## src/rtl/host_rsp_serializer.sv

```systemverilog
// Serializes an encoded host response as: length byte, payload bytes 0..len-1,
// and an optional trailing XOR checksum, over a valid/ready byte stream.
module host_rsp_serializer #(
   parameter int MAX_BYTES = 128,
   parameter bit CSUM_EN   = 1'b1
) (
   input  logic          clk,
   input  logic          reset,
   input  logic [1023:0] frame_data,
   input  logic [7:0]    frame_len,
   input  logic          frame_valid,
   output logic          frame_ready,
   output logic [7:0]    tx_data,
   output logic          tx_valid,
   input  logic          tx_ready,
   output logic          busy,
   output logic          done,
   output logic          error
);

   localparam logic [2:0] IDLE = 3'd0;
   localparam logic [2:0] LEN  = 3'd1;
   localparam logic [2:0] DATA = 3'd2;
   localparam logic [2:0] CSUM = 3'd3;
   localparam logic [2:0] FIN  = 3'd4;

   localparam logic [8:0] MAX_LEN = 9'(MAX_BYTES);

   logic [2:0]    state_q, state_d;
   logic [1023:0] data_q, data_d;
   logic [7:0]    len_q, len_d;
   logic [7:0]    idx_q, idx_d;
   logic [7:0]    csum_q, csum_d;
   logic          error_q, error_d;

   logic          accept;
   logic          xfer;
   logic          lenBad;
   logic          lastByte;
   logic [7:0]    payloadByte;

   // Only IDLE takes frames; held low during reset so nothing is offered a handshake.
   assign frame_ready = (state_q == IDLE) & reset;
   assign tx_valid    = (state_q == LEN) | (state_q == DATA) | (state_q == CSUM);
   assign busy        = (state_q != IDLE);
   assign done        = (state_q == FIN);
   assign error       = error_q;

   assign accept   = frame_valid & frame_ready;
   assign xfer     = tx_valid & tx_ready;
   assign lenBad   = (frame_len == 8'd0) || ({1'b0, frame_len} > MAX_LEN);
   assign lastByte = (idx_q == (len_q - 8'd1));

   // Index never exceeds 127, so the low seven bits address all 128 payload bytes.
   assign payloadByte = data_q[{idx_q[6:0], 3'b000} +: 8];

   always_comb begin
      tx_data = 8'h00;
      case (state_q)
         LEN:     tx_data = len_q;
         DATA:    tx_data = payloadByte;
         CSUM:    tx_data = csum_q;
         default: tx_data = 8'h00;
      endcase
   end

   always_comb begin
      state_d = state_q;
      data_d  = data_q;
      len_d   = len_q;
      idx_d   = idx_q;
      csum_d  = csum_q;
      error_d = 1'b0;
      case (state_q)
         IDLE: begin
            if (accept) begin
               data_d = frame_data;
               len_d  = frame_len;
               idx_d  = 8'd0;
               csum_d = 8'd0;
               if (lenBad) begin
                  error_d = 1'b1;
               end else begin
                  state_d = LEN;
               end
            end
         end
         LEN: begin
            if (xfer) begin
               csum_d  = csum_q ^ tx_data;
               state_d = DATA;
            end
         end
         DATA: begin
            if (xfer) begin
               csum_d = csum_q ^ tx_data;
               idx_d  = idx_q + 8'd1;
               if (lastByte) begin
                  state_d = CSUM_EN ? CSUM : FIN;
               end
            end
         end
         CSUM: begin
            if (xfer) begin
               state_d = FIN;
            end
         end
         FIN: begin
            state_d = IDLE;
         end
         default: begin
            state_d = IDLE;
         end
      endcase
   end

   always_ff @(posedge clk or negedge reset) begin
      if (!reset) begin
         state_q <= IDLE;
         data_q  <= '0;
         len_q   <= 8'd0;
         idx_q   <= 8'd0;
         csum_q  <= 8'd0;
         error_q <= 1'b0;
      end else begin
         state_q <= state_d;
         data_q  <= data_d;
         len_q   <= len_d;
         idx_q   <= idx_d;
         csum_q  <= csum_d;
         error_q <= error_d;
      end
   end

endmodule

```

## config.mk

```make
export PLATFORM = sky130hd
export DESIGN_NAME = host_rsp_serializer
export DESIGN_NICKNAME = d
export VERILOG_FILES = /design/src/rtl/host_rsp_serializer.sv
export SDC_FILE = /design/constraint.sdc
export NUM_CORES = 2
export LEC_CHECK = 0
export CAP_MARGIN = 20
export CORE_AREA = 4 4 410 412
export DETAILED_ROUTE_END_ITERATION = 16
export DIE_AREA = 0 0 414 416
export PLACE_DENSITY_LB_ADDON = 0.12
export SETUP_SLACK_MARGIN = 0.02
export SLEW_MARGIN = 10
export SYNTH_ARGS = -nofsm -noshare
export SYNTH_HDL_FRONTEND = slang
export SYNTH_SLANG_ARGS = --single-unit
```

## constraint.sdc

```tcl
create_clock -name clk -period 3.75 [get_ports clk]
set_input_delay 0.375 -clock clk [delete_from_list [all_inputs] [get_ports clk]]
set_output_delay 0.375 -clock clk [all_outputs]
set_load 0.05 [all_outputs]
```

* Word level (Yosys, flattened, before mapping) *
Cells that the tools add are included.

operators by class
  bitwise operators = 6
  $lt $le $gt $ge = 1
  shift-type cells = 1
  equal/unequal tests = 12
  reduce and logical (&&, ||, !) cells = 11
  mux-type cells = 16
  add/sub/neg operators = 2

operators with widths
  kind                                               number
  indexed part select 1024 x 11 -> 8 bit             1
  one-hot mux 8 bit (2 select lines)                 2
  2-to-1 mux 8 bit                                   3
  one-hot mux 8 bit (3 select lines)                 1
  2-to-1 mux 3 bit                                   6
  != test 2 bit (second input constant)              6
  one-hot mux 3 bit (4 select lines)                 1
  adder 8 x 1 -> 8 bit (second input constant)       1
  == test 8 bit                                      1
  > comparator 8 bit (second input constant)         1
  zero test 8 bit                                    1
  subtractor 8 x 1 -> 8 bit (second input constant)  1
  bitwise XOR 8 bit                                  1
  == test 3 x 2 -> 1 bit (second input constant)     2
  AND reduction 3 bit                                2
  AND reduction 6 bit                                1
  nonzero test 2 bit                                 2
  AND 1 bit                                          3
  == test 3 x 1 -> 1 bit (second input constant)     1
  == test 3 bit (second input constant)              1
  zero test 3 bit                                    1
  2-to-1 mux 1 bit                                   3
  nonzero test 3 bit                                 1
  != test 2 x 1 -> 1 bit (second input constant)     1
  4 further kinds                                    5

storage, ports and cells
  output and inout port bits = 13
  logic and storage cells = 55
  input port bits = 1036
  register bits = 1052

* Logic depth before layout (Yosys ltp) *
  depth after elaboration = 6
  depth in mapped cells = 12
  depth with buffers taken out = 9

* Worst setup path after synthesis *
No wires, ideal clock.

  path kind = register to output
  start point = register idx_q[0]
  end point = output tx_data[4]
  data required time = 3.375 ns
  data arrival time = 3.089 ns
  stages on the path, launching flop included = 12
  path slack = 0.286 ns
  buffers on the path = 5
  cell sequence = dfrtp_1 buf_6 buf_12 buf_12 buf_12 buf_8 mux2i_1 a221oi_2 o21ai_0 a211oi_1 o41ai_2 o21ai_0

between the ends
  word-level cells in the longest chain between the ends = 2

RTL lines
  element                                 RTL line  RTL
  start: declaration                      32        logic [7:0] idx_q, idx_d;
  start signal: assignment                129       idx_q <= idx_d;
  indexed part select 1024 x 11 -> 8 bit  55        assign payloadByte = data_q[{idx_q[6:0], 3'b000} +: 8];
  one-hot mux 8 bit (3 select lines)      59        case (state_q)
  end: declaration                        13        output logic [7:0] tx_data,

No other way between the ends.

* Worst setup path after layout *
  start point = register idx_q[0]
  end point = output tx_data[7]

The elaborated chain is that of the path after synthesis.

==> reports/results.tsv <==
stage	metric	value	unit
power	Seq pwr share	36.7	%
timing	Final Max Tran Viols	0	
power	P_leak	32.6	nW
clock_network	clock-pin slew on the worst setup and hold paths	0.06	ns
clock_network	H-Tree Depth	3	
power	PD cells	802	nW/um2
yosys	Syn Std Cell Area	48600	um2
route	DRT Pass-1 Iters	5	
yosys	YS warnings	0	
clock_network	clock root buffer master	clkbuf_16	
timing	final number of setup-violating endpoints	8	
yosys	asr flop ratio synth	100	%
power	VDD IR max	0.000466	V
power	Comb pwr share	40.4	%
final_layout	most common cell after layout, fill and taps aside	nand2_1	
floorplan	Initial Utilization	29.6	%
power	internal power	33.8	mW
timing	final cycle utilization of the critical path	108	%
setup_path	worst endpoint data arrival time	3.68	ns
final_layout	commonest non-fill, non-tap cells in the layout	nand2_1, dfrtp_1, clkdlybuf4s50_1	
yosys	EDFF count, synth	0	
setup_path	Worst EP required	3.38	ns
timing	fin crit period	4.05	ns
setup_path	kind of critical path	reg -> out	
timing	RSZ-0062 raised after global routing	true	
power	Pwr Total	54.7	mW
power	Clock power frac	22.9	%
run_status	failing checks	setup timing	
setup_path	Buf/Inv on CP	5	
route	Vias	42000	
yosys	post-synthesis sequential area ratio	54.1	%
yosys	post-synthesis cell type count	70	
timing	fmax	247	MHz
floorplan	Core ar.	164000	um2
setup_path	reg2reg start	idx_q[0]	
clock_network	total CTS buffers	118	
global_route	antenna violations before repair	40	
route	Starting DRT DRC Count	3544	
setup_path	crit path max-delay cell type	mux4_2	
hold_path	hold depth	3	
setup_path	Register-to-Register Path Depth	13	
hold_path	Hold WC Path Type	in -> reg	
placed_design	GP Congestion	0.875	
setup_path	CP peak stage delay	0.61	ns
setup_path	reg2reg end	csum_q[5]	
final_layout	share of cells above drive strength 1	11.9	%
route	WL/cell	26.0	um
floorplan	Die Height	416	um
route	final WL	226000	um
placed_design	post-DP HPWL	173000	um
floorplan	number of cell rows	149	
timing	Rel. slew slack	8.68	%
yosys	Post-Syn Area per Cell	9.16	um2
timing	worst slew pin tran	1.37	ns
run_status	status	complete, but fails checks	
setup_path	Cell Chain, Critical Path	buf_12 > buf_12 > buf_16 > mux4_2 > a22o_1 > a211oi_2 > a211oi_4 > o31ai_4 > buf_6 > o21ai_4 > buf_12	
global_route	vias in the first global route	44100	
timing	PnR worst setup slack	-0.300	ns
route	Avg Vias per Cell	4.82	
setup_path	CP most frequent cell	buf_12	
route	DRC viols	0	
yosys	top_reg_cell synth	dfrtp_1	
final_layout	Layout Area Growth over Synthesis	40.2	%
power	switching share of power	38.1	%
hold_path	Hold EP	data_q[117]	
flow_run	maxcap violations	0	
setup_path	CP Capture Type	output pin	
timing	TNS Setup	-1.96	ns
global_route	largest net degree at the start of global routing	233	
clock_network	Clock Sinks	1052	
final_layout	nets@finish	7430	
floorplan	I/O pin count	1049	
yosys	syn nets	6347	
timing	clk_skew	0.0290	ns
floorplan	die width	414	um
global_route	first-pass GRT wire length	320000	um
clock_network	Bufs on Longest Clock Path	3	
setup_path	Setup crit start kind	flop	
power	P_sw	20.9	mW
clock_network	CTS tree	yes	
hold_path	hold_sp	frame_data[117]	
timing	final hold violations	0	
yosys	Syn Inst Count	5309	
setup_path	crit-path max FO	6	
global_route	All-Layer GR Usage	25.6	%
setup_path	Top delay family on crit path	compound AO/OA/AOI/OAI gates	
route	post-route ant nets	0	
clock_network	worst skew pair latency	0.74	ns
setup_path	worst reg2reg setup slack	0.45	ns
yosys	flops & latches, synth	1052	
global_route	total congestion overflow	0	
floorplan	die footprint	172000	um2
placed_design	IO buf count	1048	
## per-stage QoR
step	area, um2	util, %	setup WS (ns)	hold slack (ns)	cells
floorplan	48600	-	0.286	0.0794	5309
global placement	62200	37.8	-0.897	0.449	8395
detailed placement	62200	37.8	-0.340	0.452	8396
CTS	67700	41.2	-0.458	0.0861	8658
global route	68100	41.4	-0.391	0.121	8695
finish	68200	41.5	-0.300	0.154	8705
## repair_timing
item	CTS	global route
endpoints found under the hold margin	91	0
gates resized for setup	149	39
gates cloned	8	1
buffers inserted	37	27
pin swaps	46	26
endpoints found under the setup margin	8	8
hold buffers	1	0
## worst reg2reg max path: stages, from the launching register on
cell,delay [ns]
dfrtp_4,0.49
buf_12,0.18
buf_12,0.17
buf_4,0.16
mux4_2,0.54
mux2_2,0.29
nand2_2,0.09
a221oi_4,0.10
buf_4,0.18
o31ai_4,0.30
buf_6,0.15
buf_4,0.10
mux2i_1,0.06
or3_1,0.37
## power by group through the flow
stage	logic, mW	registers, mW	clock network [mW]
after global placement	20.2	20.3	0
final	22.1	20.1	12.5
after floorplan	12.4	18.5	0
after CTS	22.0	20.1	12.8
after detailed placement	20.4	20.2	0
after global routing	24.0	20.6	13.3
## metal layers
layer	part of all wire (%)	global-route usage, %	up-vias
met3	5.5	4.91	290
met5	0.053	0	-
met1	41	32.1	21000
met2	50	44.1	1330
met4	3.6	8.79	16
li1	-	-	19400
## registers in the layout, indices dropped and copies added, names as in the netlist
register  flops
idx_q         8
state_q       3
csum_q        8
error         1
data_q     1024
len_q         8
## cells in the mapped netlist (4+ instances only)
| master | number | area share, % |
|---|---|---|
| buf_12 | 5 | 0.21 |
| xor2_1 | 7 | 0.13 |
| inv_1 | 8 | 0.062 |
| a31oi_1 | 9 | 0.12 |
| xnor2_1 | 11 | 0.20 |
| nand3_1 | 29 | 0.30 |
| dfrtp_1 | 1052 | 54 |
| mux2i_1 | 170 | 3.5 |
| a211oi_1 | 13 | 0.20 |
| nand2_1 | 3146 | 24 |
| a221oi_1 | 26 | 0.47 |
| nor3_1 | 16 | 0.16 |
| a22oi_1 | 35 | 0.54 |
| a211o_1 | 7 | 0.13 |
| nor2_1 | 23 | 0.18 |
| o21ai_0 | 36 | 0.37 |
| a21oi_1 | 42 | 0.43 |
| or3_1 | 6 | 0.077 |
| o22ai_1 | 5 | 0.064 |
| nor2b_1 | 4 | 0.051 |
| clkbuf_1 | 251 | 1.9 |
| buf_8 | 6 | 0.19 |
| buf_2 | 30 | 0.31 |
| o211ai_1 | 7 | 0.11 |
| o221ai_1 | 26 | 0.47 |
| buf_1 | 9 | 0.069 |
| buf_6 | 25 | 0.58 |
| nand4_1 | 5 | 0.064 |
| and3_1 | 7 | 0.090 |
| buf_4 | 10 | 0.15 |
| a221oi_2 | 4 | 0.12 |
| mux2_2 | 11 | 0.25 |
| mux4_2 | 163 | 7.6 |
| a22o_1 | 14 | 0.25 |
| mux4_1 | 18 | 0.97 |
| and2_1 | 4 | 0.051 |
| o31ai_1 | 12 | 0.19 |
## area by class of cell
cell class / count / area [um2]
clock buffer: 173 / 3550
sequential: 1052 / 26300
tap: 2189 / 2740
fill: 16300 / 96300
antenna: 23 / 57.6
timing repair buffer: 1303 / 13400
clock inverter: 48 / 671
inverter: 10 / 38.8
multi-input combinational: 3907 / 21300
## cells by family (layout without fill, tap and decap cells)
group / count (synthesis) / after routing / share of synthesized area [%]
xor gates and xnor gates: 18 / 18 / 0.324
adders and majority gates: 2 / 2 / 0.0515
buffers and inverters: 350 / 1534 / 3.59
other: 0 / 23 / 0
and+or+nand+nor: 3263 / 3263 / 25.6
DFF: 1052 / 1052 / 54.1
AOI/OAI and AO/OA: 261 / 261 / 3.91
muxes: 363 / 363 / 12.3
## worst max-delay path by stage
stage / endpoint / from / slack (ns) / cells past startpoint
global placement: tx_data[2] / idx_q[0] / -0.90 / 11
CTS: tx_data[6] / idx_q[0] / -0.46 / 12
floorplan: tx_data[4] / idx_q[0] / 0.29 / 11
detailed placement: tx_data[2] / idx_q[0] / -0.34 / 12
finish: tx_data[7] / idx_q[0] / -0.30 / 11
global route: tx_data[4] / idx_q[0] / -0.39 / 10
No activity file was read; power rests on OpenSTA's default activity.
